`src/rtl/arb_pkg.sv`:
```
// Shared constants and helpers for the request arbiter.
package arb_pkg;

   localparam int unsigned MODE_RR    = 0;
   localparam int unsigned MODE_FIXED = 1;

   // Ceiling log2; returns 0 for values of 0 or 1.
   function automatic int unsigned clog2(input int unsigned value);
      int unsigned result;
      result = 0;
      for (int unsigned i = 0; i < 32; i++) begin
         if ((33'(1) << i) < 33'(value)) result = i + 1;
      end
      return result;
   endfunction

endpackage

```
`src/rtl/prio_picker.sv`:
```
// Rotating priority picker: the first eligible requester at or after start wins.
module prio_picker
   import arb_pkg::*;
#(
   parameter int unsigned PORTS = 4,
   parameter int unsigned IDX_W = 2
) (
   input  logic [PORTS-1:0] request,
   input  logic [IDX_W-1:0] start,
   input  logic [PORTS-1:0] exclude,
   output logic [PORTS-1:0] winner,
   output logic             found
);

   logic [PORTS-1:0] eligible;

   assign eligible = request & ~exclude;

   always_comb begin
      int unsigned idx;
      winner = '0;
      found  = 1'b0;
      for (int unsigned i = 0; i < PORTS; i++) begin
         idx = 32'(start) + i;
         if (idx >= PORTS) idx = idx - PORTS;
         if (!found && eligible[IDX_W'(idx)]) begin
            winner[IDX_W'(idx)] = 1'b1;
            found               = 1'b1;
         end
      end
   end

endmodule

```
`src/rtl/rr_arbiter.sv`:
```
// Request arbiter with per-grant hold limit; round-robin or fixed priority.
module rr_arbiter
   import arb_pkg::*;
#(
   parameter int unsigned PORTS    = 4,
   parameter int unsigned MAX_HOLD = 8,
   parameter int unsigned MODE     = 0
) (
   input  logic                      clk,
   input  logic                      reset,
   input  logic [PORTS-1:0]          request,
   output logic [PORTS-1:0]          grant,
   output logic                      grant_valid,
   output logic [clog2(PORTS)-1:0]   grant_id
);

   localparam int unsigned ID_W   = clog2(PORTS);
   localparam int unsigned HOLD_W = clog2(MAX_HOLD + 1);

   logic [ID_W-1:0]   ptr;
   logic [HOLD_W-1:0] hold_cnt;

   logic              cur_req;
   logic              others;
   logic              expired;
   logic              keep;
   logic [PORTS-1:0]  exclude;
   logic [ID_W-1:0]   start;
   logic [PORTS-1:0]  winner;
   logic              found;
   logic [ID_W-1:0]   winner_id;
   logic [ID_W-1:0]   ptr_next;

   assign cur_req = |(request & grant);
   assign others  = |(request & ~grant);
   assign expired = (hold_cnt == HOLD_W'(MAX_HOLD));
   // Holder keeps the grant until its limit, or beyond it if nobody else is waiting.
   assign keep    = cur_req && (!expired || !others);
   assign exclude = (cur_req && expired) ? grant : '0;
   assign start   = (MODE == MODE_FIXED) ? '0 : ptr;

   prio_picker #(
      .PORTS (PORTS),
      .IDX_W (ID_W)
   ) u_picker (
      .request (request),
      .start   (start),
      .exclude (exclude),
      .winner  (winner),
      .found   (found)
   );

   always_comb begin
      winner_id = '0;
      for (int unsigned i = 0; i < PORTS; i++) begin
         if (winner[i]) winner_id = ID_W'(i);
      end
   end

   assign ptr_next = (winner_id == ID_W'(PORTS - 1)) ? '0 : winner_id + ID_W'(1);

   always_ff @(posedge clk or posedge reset) begin
      if (reset) begin
         grant    <= '0;
         ptr      <= '0;
         hold_cnt <= '0;
      end else if (keep) begin
         if (!expired) hold_cnt <= hold_cnt + HOLD_W'(1);
      end else if (found) begin
         grant    <= winner;
         ptr      <= ptr_next;
         hold_cnt <= HOLD_W'(1);
      end else begin
         grant    <= '0;
         hold_cnt <= '0;
      end
   end

   // Status outputs decode the grant register only, so they carry no request path.
   assign grant_valid = |grant;

   always_comb begin
      grant_id = '0;
      for (int unsigned i = 0; i < PORTS; i++) begin
         if (grant[i]) grant_id = ID_W'(i);
      end
   end

endmodule
```
`config.mk`:
```
export PLATFORM = sky130hd
export DESIGN_NAME = rr_arbiter
export DESIGN_NICKNAME = d
export VERILOG_FILES = /design/src/rtl/arb_pkg.sv /design/src/rtl/prio_picker.sv /design/src/rtl/rr_arbiter.sv
export SDC_FILE = /design/constraint.sdc
export NUM_CORES = 1
export LEC_CHECK = 0
export ABC_AREA = 1
export CORE_MARGIN = 5
export CORE_UTILIZATION = 40
export DETAILED_ROUTE_END_ITERATION = 16
export HOLD_SLACK_MARGIN = 0.15
export MAX_ROUTING_LAYER = met4
export PLACE_DENSITY = 0.57
export SLEW_MARGIN = 5
export SYNTH_ARGS = -nofsm -noshare
export SYNTH_HDL_FRONTEND = slang
export SYNTH_SLANG_ARGS = --single-unit
```
`constraint.sdc`:
```
create_clock -name clk -period 3.7 [get_ports clk]
set_clock_uncertainty 0.15 [all_clocks]
set_input_delay 0.74 -clock clk [delete_from_list [all_inputs] [get_ports clk]]
set_output_delay 0.74 -clock clk [all_outputs]
set_load 0.005 [all_outputs]
```
==> Implementation_results.wiki, run 1 <==
{| class="wikitable"
! Metric !! Value
|-
| Run status || completed
|-
| Number of cells traversed by the worst hold path || 2
|-
| Utilization of the core after routing || slightly below 50%
|-
| Simple logic cell fraction of the synthesized area || 53.64%
|-
| Clock buffer depth || 2
|-
| Crit Path Max Fanout || 8
|-
| Xor and xnor fraction of the mapped netlist area || 1.595%
|-
| Worst path buffer plus inverter count || 2
|-
| Number of fillers in the final layout || 282
|-
| Largest family of logic cells by synthesized area || simple AND/OR/NAND/NOR gates
|-
| Worst Tran Pin Value || 0.3968 ns
|-
| Most frequent cell on the critical path || sky130_fd_sc_hd__nand2_1
|-
| Synth Area in Compound Gates || 4.100%
|-
| Sequential-to-total area share from yosys stat || 22.78%
|-
| Min Hold Slack || 0.4191 ns
|-
| Post-synthesis adder-cell area fraction || 11.39%
|-
| Normalized max-slew margin || 73.55%
|-
| Worst Setup Path Type || in -> reg
|-
| Share of synthesized registers carrying an async set or reset || 100.0%
|-
| CP top delay family || simple AND/OR/NAND/NOR gates
|-
| Multiplexer area fraction after synthesis || 0%
|-
| Hold buffer count at cts || 0
|-
| Capture instance of the worst register-to-register path || ptr[0]$_DFFE_PP0P_
|-
| Total core area || 2686 sq um
|-
| Antenna diode instance count || 0
|-
| Floorplan die height || 62.41 microns
|-
| Fraction of layout cells with a size suffix above 1 || a little under a fifth
|-
| Register-to-Register Setup Slack || 1.32 ns
|-
| Net count of the finished layout || 188
|-
| Growth of design area from synthesis to finish || 17.77%
|-
| Standard cell with the maximum stage delay on the critical path || sky130_fd_sc_hd__clkdlybuf4s50_1
|-
| Mean Syn Cell Area || 7.087 sq um
|-
| Number of post-CTS setup repair buffers || 0
|-
| Primary flip-flop cell chosen by synthesis mapping || sky130_fd_sc_hd__dfrtp_1
|-
| Critical path data arrival time || 2.61 ns
|-
| RD Place Congestion || 0.8364
|-
| H-tree level count || 1
|-
| Initial antenna violation count || 0
|-
| Reg2Reg Launch Point || ptr[0]$_DFFE_PP0P_
|-
| P_sw || 596.6 uW
|-
| Most used cells in the layout excluding fill and tap cells || 48 x sky130_fd_sc_hd__nand2_1, 22 x sky130_fd_sc_hd__nand3_1, 15 x sky130_fd_sc_hd__inv_1
|-
| Number of detailed-routing iterations run before antenna repair || 5
|-
| First-pass GRT wire length || roughly 4600 microns
|-
| Pin count of the biggest net entering global routing || 11
|-
| Storage cell area || about 250 sq um
|-
| Cell row count || 19
|-
| Net count after synthesis || 171
|-
| Required arrival time at the worst endpoint || 3.71 ns
|-
| Avg WL per Cell || 12.59 microns
|-
| DRT antenna net count || 0
|-
| Cell area after placement || 1257 sq um
|-
| Synth unique cells || 21
|-
| Avg Vias per Cell || 5.213
|-
| End point of the most critical hold path || hold_cnt[3]$_DFFE_PP0P_
|-
| Critical Path Sink Type || flop
|-
| Setup repair after global routing missed its margin || false
|-
| Cell Chain, Critical Path || clkdlybuf4s50_1 > nand2_1 > nand2_1 > inv_2 > nand2_4 > nand3_2 > nand3_2 > nand3_4 > nand2_4 > nand2_4 > nor2_8 > nand3_1 > nand3_1 > nand2_1 > nand2_1 > nand2_1
|-
| Number of port buffers || 12
|-
| Standby leakage power || 0.0006495 uW
|-
| Number of placed I/O pins || 13
|-
| EDFF count, synth || 0
|-
| HP Start || hold_cnt[3]$_DFFE_PP0P_
|-
| Inserted Clock Buffers || 3
|-
| Commonest non-fill, non-tap cell in the layout || sky130_fd_sc_hd__nand2_1
|-
| Power density over the cells || ~850 nW/um^2
|-
| Die footprint || about 3900 sq um
|-
| Beginning of the critical path || request[2]
|-
| Setup TNS Final || 0 ns
|-
| Clock network latency to the later pin of the worst-skew pair || 0.26 ns
|-
| First DRT Iteration DRCs || 36
|-
| Total track usage || 14.25%
|-
| Post-synthesis register bit count || 10
|-
| Synthesized instance count || between 150 and 200
|-
| Synthesis warning total || 0
|-
| Post-layout instance area || 1294 sq um
|-
| Reg power frac || about a fifth
|-
| Drt drc || 0
|-
| TritonCTS clock tree || done
|-
| Relative contribution of combinational cells to total power || 71.0%
|-
| Area of combinational cells with multiple inputs || approximately 780 sq um
|-
| Worst-case reg-to-reg path depth || 12
|-
| Relative contribution of the clock network to total power || 9.0%
|-
| Max Slew Vio Count || 0
|-
| Clock transition time at the flip-flop clock pins of the worst setup and hold paths || 0.07 ns
|-
| DP HPWL || 2061 microns
|-
| Initial standard-cell utilization of the core || roughly two fifths
|-
| Type of element launching the critical path || input pin
|-
| Internal portion of total power || 501.3 uW
|-
| Routed wire length || 2544 microns
|-
| Max rail drop VDD || 407.2 uV
|-
| X dimension of the die || 62.41 microns
|-
| Switching part of the total || 54.34%
|-
| Worst path max stage delay || 0.56 ns
|-
| Vias in the first global route || 1060
|-
| Post-layout min period || 2.599 ns
|-
| Highest Clock Rate || a little under 400 MHz
|-
| Number of cells upsized or downsized after cts || 0
|-
| Hold Path Class || reg -> reg
|-
| Clock net sink count || 10
|-
| Cell at the root of the clock tree || sky130_fd_sc_hd__clkbuf_4
|-
| Post-route fraction of the period consumed by the critical path || 70.23%
|-
| Count of endpoints failing setup in the final report || 0
|-
| Number of maximum-capacitance violations || 0
|-
| GRT Residual Overflow || 0
|-
| Number of vias in the routed layout || 1053
|-
| Total count of hold-check failures in the final report || 0
|-
| Combined area of all synthesized cells || 1099 sq um
|}
==> registers in the layout, indices dropped and copies added (netlist names) <==
signal / cells
grant: 4
hold_cnt: 4
ptr: 2
==> worst max path at each step <==
stage / to / slack [ns] / cells after the start
2_1_floorplan: ptr[0]$_DFFE_PP0P_ / 1.61 / 15
3_3_place_gp: ptr[0]$_DFFE_PP0P_ / 0.84 / 16
3_5_place_dp: ptr[0]$_DFFE_PP0P_ / 0.84 / 16
4_1_cts: ptr[0]$_DFFE_PP0P_ / 1.11 / 16
5_1_grt: ptr[1]$_DFFE_PP0P_ / 0.92 / 17
6_report: ptr[0]$_DFFE_PP0P_ / 1.10 / 16
==> through the flow <==
stage	power (uW)	cells	setup WS, ns
floorplan	794.3	155	1.609
global placement	1001	198	0.8408
detailed placement	1005	198	0.8356
CTS	1106	202	1.109
global route	1224	202	0.9156
finish	1098	202	1.101
==> final cells by class <==
type | count | area share, %
inverters | 19 | 5.513
multi-input cells | 126 | 60.06
clock buffers | 4 | 2.805
well taps | 31 | 2.998
repair buffers | 12 | 9.284
flip-flops and latches | 10 | 19.34
==> logic make-up (layout without fill, tap and decap cells) <==
kind of cell,count (synthesis),in the layout
and+or+nand+nor,105,105
adders and majority gates,10,10
DFF,10,10
AOI/OAI and AO/OA,9,9
buffers and inverters,19,35
xor gates and xnor gates,2,2
==> tightest hold or removal path, stage by stage (launching register included) <==
cell and delay (ns):
sky130_fd_sc_hd__dfrtp_1 0.36, sky130_fd_sc_hd__xor2_1 0.07, sky130_fd_sc_hd__nor2_1 0.10
==> cell usage after synthesis (2+ instances only) <==
master / instances / area (sq um)
sky130_fd_sc_hd__a21oi_1: 2 / 10.01
sky130_fd_sc_hd__dfrtp_1: 10 / 250.2
sky130_fd_sc_hd__ha_1: 10 / 125.1
sky130_fd_sc_hd__inv_1: 15 / 56.30
sky130_fd_sc_hd__inv_2: 4 / 15.01
sky130_fd_sc_hd__nand2_1: 48 / 180.2
sky130_fd_sc_hd__nand2_2: 3 / 18.77
sky130_fd_sc_hd__nand2_4: 4 / 45.04
sky130_fd_sc_hd__nand3_1: 22 / 110.1
sky130_fd_sc_hd__nand3_2: 10 / 100.1
sky130_fd_sc_hd__nand3_4: 2 / 35.03
sky130_fd_sc_hd__nand4_1: 4 / 25.02
sky130_fd_sc_hd__nor2_1: 7 / 26.28
sky130_fd_sc_hd__nor2_2: 2 / 12.51
sky130_fd_sc_hd__o21ai_0: 3 / 15.01
sky130_fd_sc_hd__o21ai_1: 4 / 20.02
==> metal layers <==
layer,track usage (%),part of all wire (%),up-vias
li1,-,-,538
met1,17.02,45,487
met2,24.35,49,21
met3,2.518,4.1,7
met4,4.244,1.3,0
met5,-,0,-
==> power by group through the flow <==
stage	combinational (uW)	sequential, uW	clock, uW
after detailed placement	783	222	0
final	779	220	98.8
after floorplan	590	204	0
after global placement	778	223	0
after CTS	786	220	100
after global routing	885	230	109
Power figures use the tool's default switching activity.
==> run 2: changes to the inputs <==
--- a/config.mk
+++ b/config.mk
@@ -11,7 +11,7 @@
 export DETAILED_ROUTE_END_ITERATION = 16
 export HOLD_SLACK_MARGIN = 0.15
 export MAX_ROUTING_LAYER = met4
-export PLACE_DENSITY = 0.57
+export PLACE_DENSITY = 0.6
 export SLEW_MARGIN = 5
 export SYNTH_ARGS = -nofsm -noshare
 export SYNTH_HDL_FRONTEND = slang
==> constraint.sdc (replaced) <==
create_clock -name clk -period 2.1 [get_ports clk]
set_clock_uncertainty 0.15 [all_clocks]
set_input_delay 0.42 -clock clk [delete_from_list [all_inputs] [get_ports clk]]
set_output_delay 0.42 -clock clk [all_outputs]
set_load 0.005 [all_outputs]
==> run 2 against run 1 <==
The flow now finishes with violations (setup timing). Via count is 5.1% higher. Sequential power is 50% higher. Critical path type is now reg -> reg. Largest power group unchanged. Sequential share of layout area decreased by 3.6 points. Count of clock-buffer cells in the layout did not move. Clock power rose by 72%. Total power increased by 120%. Core utilization up 11 points.
==> Implementation_results.wiki, run 2 (synthesized netlist as in run 1, its figures left out) <==
{| class="wikitable"
! Metric !! Value
|-
| Run status || finished, violations left
|-
| Violations in the final reports || setup timing
|-
| Normalized max-slew margin || 75.14% (+1.6 points)
|-
| Inserted Clock Buffers || 3 (unchanged)
|-
| Most used cells in the layout excluding fill and tap cells || 44 x sky130_fd_sc_hd__nand2_1, 17 x sky130_fd_sc_hd__buf_4, 15 x sky130_fd_sc_hd__nand3_1
|-
| Vias in the first global route || 1093 (+3.1%)
|-
| TritonCTS clock tree || done
|-
| Standby leakage power || 0.0007888 uW (+21%)
|-
| DRT antenna net count || 0 (unchanged)
|-
| H-tree level count || 1 (unchanged)
|-
| Cell row count || 19 (unchanged)
|-
| Utilization of the core after routing || 59.48% (+11 points)
|-
| Setup repair after global routing missed its margin || true
|-
| RD Place Congestion || 0.9515 (+14%)
|-
| Type of element launching the critical path || flop
|-
| Required arrival time at the worst endpoint || 2.11 ns (-1.60 ns)
|-
| Avg WL per Cell || 13.17 microns (+4.6%)
|-
| Floorplan die height || 62.41 microns (unchanged)
|-
| Worst Setup Path Type || reg -> reg
|-
| First DRT Iteration DRCs || 61 (+69%)
|-
| Commonest non-fill, non-tap cell in the layout || sky130_fd_sc_hd__nand2_1
|-
| Max rail drop VDD || 861.2 uV (+110%)
|-
| DP HPWL || 2162 microns (+4.9%)
|-
| Clock buffer depth || 2 (unchanged)
|-
| Number of port buffers || 12 (unchanged)
|-
| Number of maximum-capacitance violations || 0 (unchanged)
|-
| Growth of design area from synthesis to finish || 45.44%
|-
| Number of vias in the routed layout || 1107 (+5.1%)
|-
| Min Hold Slack || 0.2736 ns (-0.1455 ns)
|-
| Total track usage || 15.24% (+0.98 points)
|-
| Critical path data arrival time || 2.25 ns (-0.36 ns)
|-
| Post-layout min period || 2.246 ns
|-
| Clock net sink count || 10 (unchanged)
|-
| Setup TNS Final || -0.6048 ns (-0.6048 ns)
|-
| Die footprint || 3894 sq um (unchanged)
|-
| Register-to-Register Setup Slack || -0.15 ns (-1.47 ns)
|-
| Count of endpoints failing setup in the final report || 7 (+7)
|-
| Largest regs || grant: 4 flops, hold_cnt: 4 flops, ptr: 2 flops
|-
| Clock transition time at the flip-flop clock pins of the worst setup and hold paths || 0.06 ns (about the same)
|-
| Fraction of layout cells with a size suffix above 1 || 35.45% (+17 points)
|-
| First-pass GRT wire length || 4816 microns (+4.3%)
|-
| Hold Path Class || in -> async
|-
| Post-layout power || 2386 uW (+120%)
|-
| Crit Path Max Fanout || 8 (unchanged)
|-
| Avg Vias per Cell || 5.032 (-3.5%)
|-
| Post-route fraction of the period consumed by the critical path || 107.0%
|-
| Drt drc || 0 (unchanged)
|-
| Worst Tran Pin Value || 0.3725 ns (-0.02421 ns)
|-
| Reg2Reg Launch Point || hold_cnt[1]$_DFFE_PP0P_
|-
| X dimension of the die || 62.41 microns (unchanged)
|-
| Power density over the cells || 1493 nW/um^2 (+76%)
|-
| Initial antenna violation count || 0 (unchanged)
|-
| Net count of the finished layout || 206 (+9.6%)
|-
| Antenna diode instance count || 0 (unchanged)
|-
| Cell Count, Final, Fillers Out || 220 (+8.9%)
|-
| Number of detailed-routing iterations run before antenna repair || 4 (-1)
|-
| Number of placed I/O pins || 13 (unchanged)
|-
| GRT Residual Overflow || 0 (unchanged)
|-
| Routed wire length || 2897 microns (+14%)
|-
| Initial standard-cell utilization of the core || 40.89% (unchanged)
|-
| Area of combinational cells with multiple inputs || 927.1 sq um (+19%)
|-
| Hold buffer count at cts || 0 (unchanged)
|-
| Worst Setup Slack, final || -0.1460 ns (-1.247 ns)
|-
| Number of fillers in the final layout || 251 (-11%)
|-
| Clock network latency to the later pin of the worst-skew pair || 0.26 ns (about the same)
|-
| Cell at the root of the clock tree || sky130_fd_sc_hd__clkbuf_4
|-
| Total count of hold-check failures in the final report || 0 (unchanged)
|-
| DP Cell Count || 214 (+8.1%)
|-
| Storage cell area || 251.5 sq um (+0.50%)
|-
| Total core area || 2686 sq um (unchanged)
|-
| Max Slew Vio Count || 0 (unchanged)
|-
| Highest Clock Rate || 445.2 MHz
|-
| Beginning of the critical path || hold_cnt[1]$_DFFE_PP0P_
|-
| Pin count of the biggest net entering global routing || 11 (unchanged)
|-
| Critical Path Sink Type || flop
|}
run 2: cell count changes in the layout (fill, tap and decap cells not counted), moves of 4 or more:
cell                      change
sky130_fd_sc_hd__buf_4       +17
sky130_fd_sc_hd__nand3_4      +8
sky130_fd_sc_hd__nand3_1      -7
sky130_fd_sc_hd__nand2_1      -4
run 2: power by group:
group	internal [uW]	leakage [uW]	switching, uW
clock network	105	0.0000210	64.3
logic	777	0.000641	1110
registers	267	0.000127	63.9
run 2: stage by stage:
stage               worst slack, ns  cell area [sq um]
finish                      -0.1460               1598
global route                -0.3030               1598
CTS                        -0.05172               1451
detailed placement          -0.3275               1378
global placement            -0.3025               1378
floorplan                   0.04768               1099
run 2: repair_timing:
item	4_1_cts	5_1_grt
endpoints found under the setup margin	3	9
pin swaps	0	19
setup buffers	2	0
cloned	0	0
resized for setup	2	31
run 2: area by class of cell:
class / instances / area share, %
clock buffer: 4 / 2.271
inverter: 19 / 4.464
multi-input combinational: 126 / 58.03
sequential: 10 / 15.74
tap: 31 / 2.428
timing repair buffer: 30 / 17.07
run 2: metal layers:
layer / vias up / part of all wire (%) / GRT usage [%]
li1: 572 / - / -
met1: 506 / 44 / 18.41
met2: 25 / 51 / 25.00
met3: 4 / 3.3 / 2.518
met4: 0 / 1.1 / 6.366
met5: - / 0 / -
run 2: path summary, 6_finish.rpt:
kind / endpoint / cells past startpoint
min in group clk: hold_cnt[3]$_DFFE_PP0P_ / 2
hold / removal: hold_cnt[1]$_DFFE_PP0P_ / 2
hold reg to reg: hold_cnt[3]$_DFFE_PP0P_ / 2
max in group asynchronous: grant[1]$_DFFE_PP0N_ / 2
setup / recovery: ptr[0]$_DFFE_PP0P_ / 15
setup reg to reg: ptr[0]$_DFFE_PP0P_ / 15
run 2: worst max-delay path, stage by stage (launching register included):
cell	delay, ns
sky130_fd_sc_hd__dfrtp_1	0.40
sky130_fd_sc_hd__inv_2	0.08
sky130_fd_sc_hd__ha_4	0.14
sky130_fd_sc_hd__nand2_4	0.05
sky130_fd_sc_hd__nor2_4	0.28
sky130_fd_sc_hd__nand3_4	0.15
sky130_fd_sc_hd__nand3_4	0.11
sky130_fd_sc_hd__nand3_4	0.14
sky130_fd_sc_hd__nand2_8	0.12
sky130_fd_sc_hd__nand2_4	0.07
sky130_fd_sc_hd__nor2_8	0.11
sky130_fd_sc_hd__nand3_1	0.08
sky130_fd_sc_hd__nand3_1	0.11
sky130_fd_sc_hd__nand2_1	0.07
sky130_fd_sc_hd__nand2_1	0.06
sky130_fd_sc_hd__nand2_1	0.04
==> run 3: changes to the inputs <==
--- a/config.mk
+++ b/config.mk
@@ -6,9 +6,10 @@
 export NUM_CORES = 1
 export LEC_CHECK = 0
 export ABC_AREA = 1
-export CORE_MARGIN = 5
+export CORE_MARGIN = 4
 export CORE_UTILIZATION = 40
 export DETAILED_ROUTE_END_ITERATION = 16
+export GPL_TIMING_DRIVEN = 0
 export HOLD_SLACK_MARGIN = 0.15
 export MAX_ROUTING_LAYER = met4
 export PLACE_DENSITY = 0.6
==> run 3 against run 2 <==
Core utilization increased by 3.2 points. Via count increased by 1.5%. Die area decreased by 6.3%. Critical path type unchanged. Combinational power about the same. Final area decreased by 0.23%. Critical path depth increased by 1. Setup slack improved by 0.097 ns. The flow still finishes with violations (setup timing). Clock power decreased by 26%. Cell count decreased by 2.7%. Critical endpoint is now ptr[1]$_DFFE_PP0P_. Total power decreased by 0.55%.
==> Implementation_results.wiki, run 3 (synthesized netlist as in run 1, its figures left out) <==
{| class="wikitable"
! Metric !! Value
|-
| Post-layout min period || 2.149 ns (-0.09662 ns)
|-
| Count of endpoints failing setup in the final report || 2 (-5)
|-
| Largest regs || grant: 4 flops, hold_cnt: 4 flops, ptr: 2 flops
|-
| Clock network latency to the later pin of the worst-skew pair || 0.26 ns (about the same)
|-
| Pin count of the biggest net entering global routing || 11 (unchanged)
|-
| Post-route fraction of the period consumed by the critical path || 102.4% (-4.6 points)
|-
| Run status || finished, violations left
|-
| Number of maximum-capacitance violations || 0 (unchanged)
|-
| Worst-case reg-to-reg path depth || 16 (+1)
|-
| X dimension of the die || 60.41 microns (-3.2%)
|-
| Post-layout instance area || 1594 sq um (-0.23%)
|-
| Number of vias in the routed layout || 1124 (+1.5%)
|-
| Avg Vias per Cell || 5.252 (+4.4%)
|-
| Fraction of layout cells with a size suffix above 1 || 38.59% (+3.1 points)
|-
| Setup TNS Final || -0.07882 ns (+0.5260 ns)
|-
| Clock net sink count || 10 (unchanged)
|-
| Clock transition time at the flip-flop clock pins of the worst setup and hold paths || 0.06 ns (about the same)
|-
| Vias in the first global route || 1054 (-3.6%)
|-
| Number of port buffers || 12 (unchanged)
|-
| RD Place Congestion || 0.8524 (-10%)
|-
| DP HPWL || 1933 microns (-11%)
|-
| Worst Tran Pin Value || 0.3724 ns (-0.0001150 ns)
|-
| First-pass GRT wire length || 4678 microns (-2.9%)
|-
| Required arrival time at the worst endpoint || 2.10 ns (about the same)
|-
| Worst Setup Slack, final || -0.04936 ns (+0.09662 ns)
|-
| Register-to-Register Setup Slack || -0.05 ns (+0.10 ns)
|-
| Worst Setup Path Type || reg -> reg
|-
| Floorplan die height || 60.41 microns (-3.2%)
|-
| Critical Path Sink Type || flop
|-
| GRT Residual Overflow || 0 (unchanged)
|-
| Highest Clock Rate || 465.3 MHz (+4.5%)
|-
| Initial antenna violation count || 0 (unchanged)
|-
| Routed wire length || 2831 microns (-2.3%)
|-
| Clock buffer depth || 2 (unchanged)
|-
| Drt drc || 0 (unchanged)
|-
| H-tree level count || 1 (unchanged)
|-
| Cell area after placement || 1256 sq um (-8.8%)
|-
| Number of detailed-routing iterations run before antenna repair || 5 (+1)
|-
| Net count of the finished layout || 202 (-1.9%)
|-
| TritonCTS clock tree || done
|-
| Total core area || 2545 sq um (-5.3%)
|-
| First DRT Iteration DRCs || 48 (-21%)
|-
| Hold Path Class || in -> async
|-
| Most used cells in the layout excluding fill and tap cells || 38 x sky130_fd_sc_hd__nand2_1, 15 x sky130_fd_sc_hd__nand3_1, 13 x sky130_fd_sc_hd__buf_4
|-
| Power density over the cells || 1488 nW/um^2 (-0.31%)
|-
| Post-layout power || 2373 uW (-0.55%)
|-
| Setup repair after global routing missed its margin || true
|-
| Commonest non-fill, non-tap cell in the layout || sky130_fd_sc_hd__nand2_1
|-
| Type of element launching the critical path || flop
|-
| Total track usage || 17.12% (+1.9 points)
|-
| Violations in the final reports || setup timing
|-
| Critical path data arrival time || 2.15 ns (-0.10 ns)
|-
| Initial standard-cell utilization of the core || 43.17% (+2.3 points)
|-
| Hold buffer count at cts || 0 (unchanged)
|-
| Growth of design area from synthesis to finish || 45.10%
|-
| Antenna diode instance count || 0 (unchanged)
|-
| Normalized max-slew margin || 75.14% (about the same)
|-
| Capture instance of the worst register-to-register path || ptr[1]$_DFFE_PP0P_
|-
| Min Hold Slack || 0.2814 ns (+0.007821 ns)
|-
| Max rail drop VDD || 897.8 uV (+4.2%)
|-
| Number of fillers in the final layout || 228 (-9.2%)
|-
| Standby leakage power || 0.0007421 uW (-5.9%)
|-
| Post-Place Worst Slack || -0.4857 ns (-0.1582 ns)
|-
| DRT antenna net count || 0 (unchanged)
|-
| Cell row count || 18 (-1)
|-
| Crit Path Max Fanout || 5 (-3)
|-
| Cell at the root of the clock tree || sky130_fd_sc_hd__clkbuf_4
|-
| Die footprint || 3649 sq um (-6.3%)
|-
| Inserted Clock Buffers || 3 (unchanged)
|-
| Number of placed I/O pins || 13 (unchanged)
|-
| Total count of hold-check failures in the final report || 0 (unchanged)
|-
| Avg WL per Cell || 13.23 microns (+0.46%)
|-
| Reg2Reg Launch Point || hold_cnt[0]$_DFFE_PP0P_
|-
| Max Slew Vio Count || 0 (unchanged)
|}
run 3: cell types whose count changed in the layout (fill, tap and decap cells not counted), moves of 4 or more:
cell / before / now
sky130_fd_sc_hd__nand2_1: 44 / 38
sky130_fd_sc_hd__buf_4: 17 / 13
sky130_fd_sc_hd__dlygate4sd2_1: 0 / 4
sky130_fd_sc_hd__nand2_2: 5 / 11
run 3: cell type report:
type / count / area, sq um / share of cell area [%]
inverters: 19 / 78.83 / 4.945
repair buffers: 26 / 232.7 / 14.60
well taps: 30 / 37.54 / 2.355
flip-flops and latches: 10 / 254.0 / 15.93
multi-input cells: 126 / 968.4 / 60.75
clock buffers: 3 / 22.52 / 1.413
run 3: timing repair:
| item | in CTS | in global routing |
|---|---|---|
| setup buffers | 5 | 9 |
| pin swaps | 4 | 12 |
| resized for setup | 10 | 37 |
| setup endpoints to repair | 7 | 9 |
run 3: per-layer routing:
metal / vias up / part of all wire [%] / global-route usage [%]
met2: 22 / 51 / 28.09
met1: 533 / 43 / 22.01
li1: 565 / - / -
met4: 0 / 0.42 / 2.848
met3: 4 / 5.1 / 3.617
met5: - / 0 / -
run 3: how the worst max path moves through the flow:
stage	startpoint	to	cells past startpoint
2_1_floorplan	ptr[0]$_DFFE_PP0P_	ptr[0]$_DFFE_PP0P_	12
3_3_place_gp	request[2]	ptr[1]$_DFFE_PP0P_	16
3_5_place_dp	request[2]	ptr[1]$_DFFE_PP0P_	16
4_1_cts	hold_cnt[0]$_DFFE_PP0P_	ptr[1]$_DFFE_PP0P_	15
5_1_grt	hold_cnt[0]$_DFFE_PP0P_	ptr[0]$_DFFE_PP0P_	16
6_report	hold_cnt[0]$_DFFE_PP0P_	ptr[1]$_DFFE_PP0P_	16
run 3: critical path: stages, from the launching register on:
cell                      delay [ns]
sky130_fd_sc_hd__dfrtp_1        0.39
sky130_fd_sc_hd__inv_2          0.09
sky130_fd_sc_hd__ha_4           0.14
sky130_fd_sc_hd__nand2_4        0.05
sky130_fd_sc_hd__nor2_4         0.10
sky130_fd_sc_hd__buf_12         0.14
sky130_fd_sc_hd__nand3_4        0.10
sky130_fd_sc_hd__nand3_2        0.09
sky130_fd_sc_hd__nand2_2        0.06
sky130_fd_sc_hd__nand2_2        0.10
sky130_fd_sc_hd__nand2_2        0.10
sky130_fd_sc_hd__nand4_1        0.16
sky130_fd_sc_hd__nor2_2         0.07
sky130_fd_sc_hd__nor2_4         0.13
sky130_fd_sc_hd__nand2_1        0.06
sky130_fd_sc_hd__nand2_1        0.06
sky130_fd_sc_hd__nand2_1        0.05
run 3: where the power goes:
| group | switching (uW) | internal (uW) | total [uW] |
|---|---|---|---|
| logic | 1090 | 765 | 1860 |
| clock network | 59.6 | 65.9 | 126 |
| registers | 121 | 270 | 392 |
| total | 1270 | 1100 | 2370 |
run 3: through the flow:
step           std cells  utilization (%)
4_1_cts              205            52.11
5_1_grt              214            62.64
6_report             214            62.64
2_1_floorplan        155                -
3_3_place_gp         197            49.36
3_5_place_dp         197            49.36
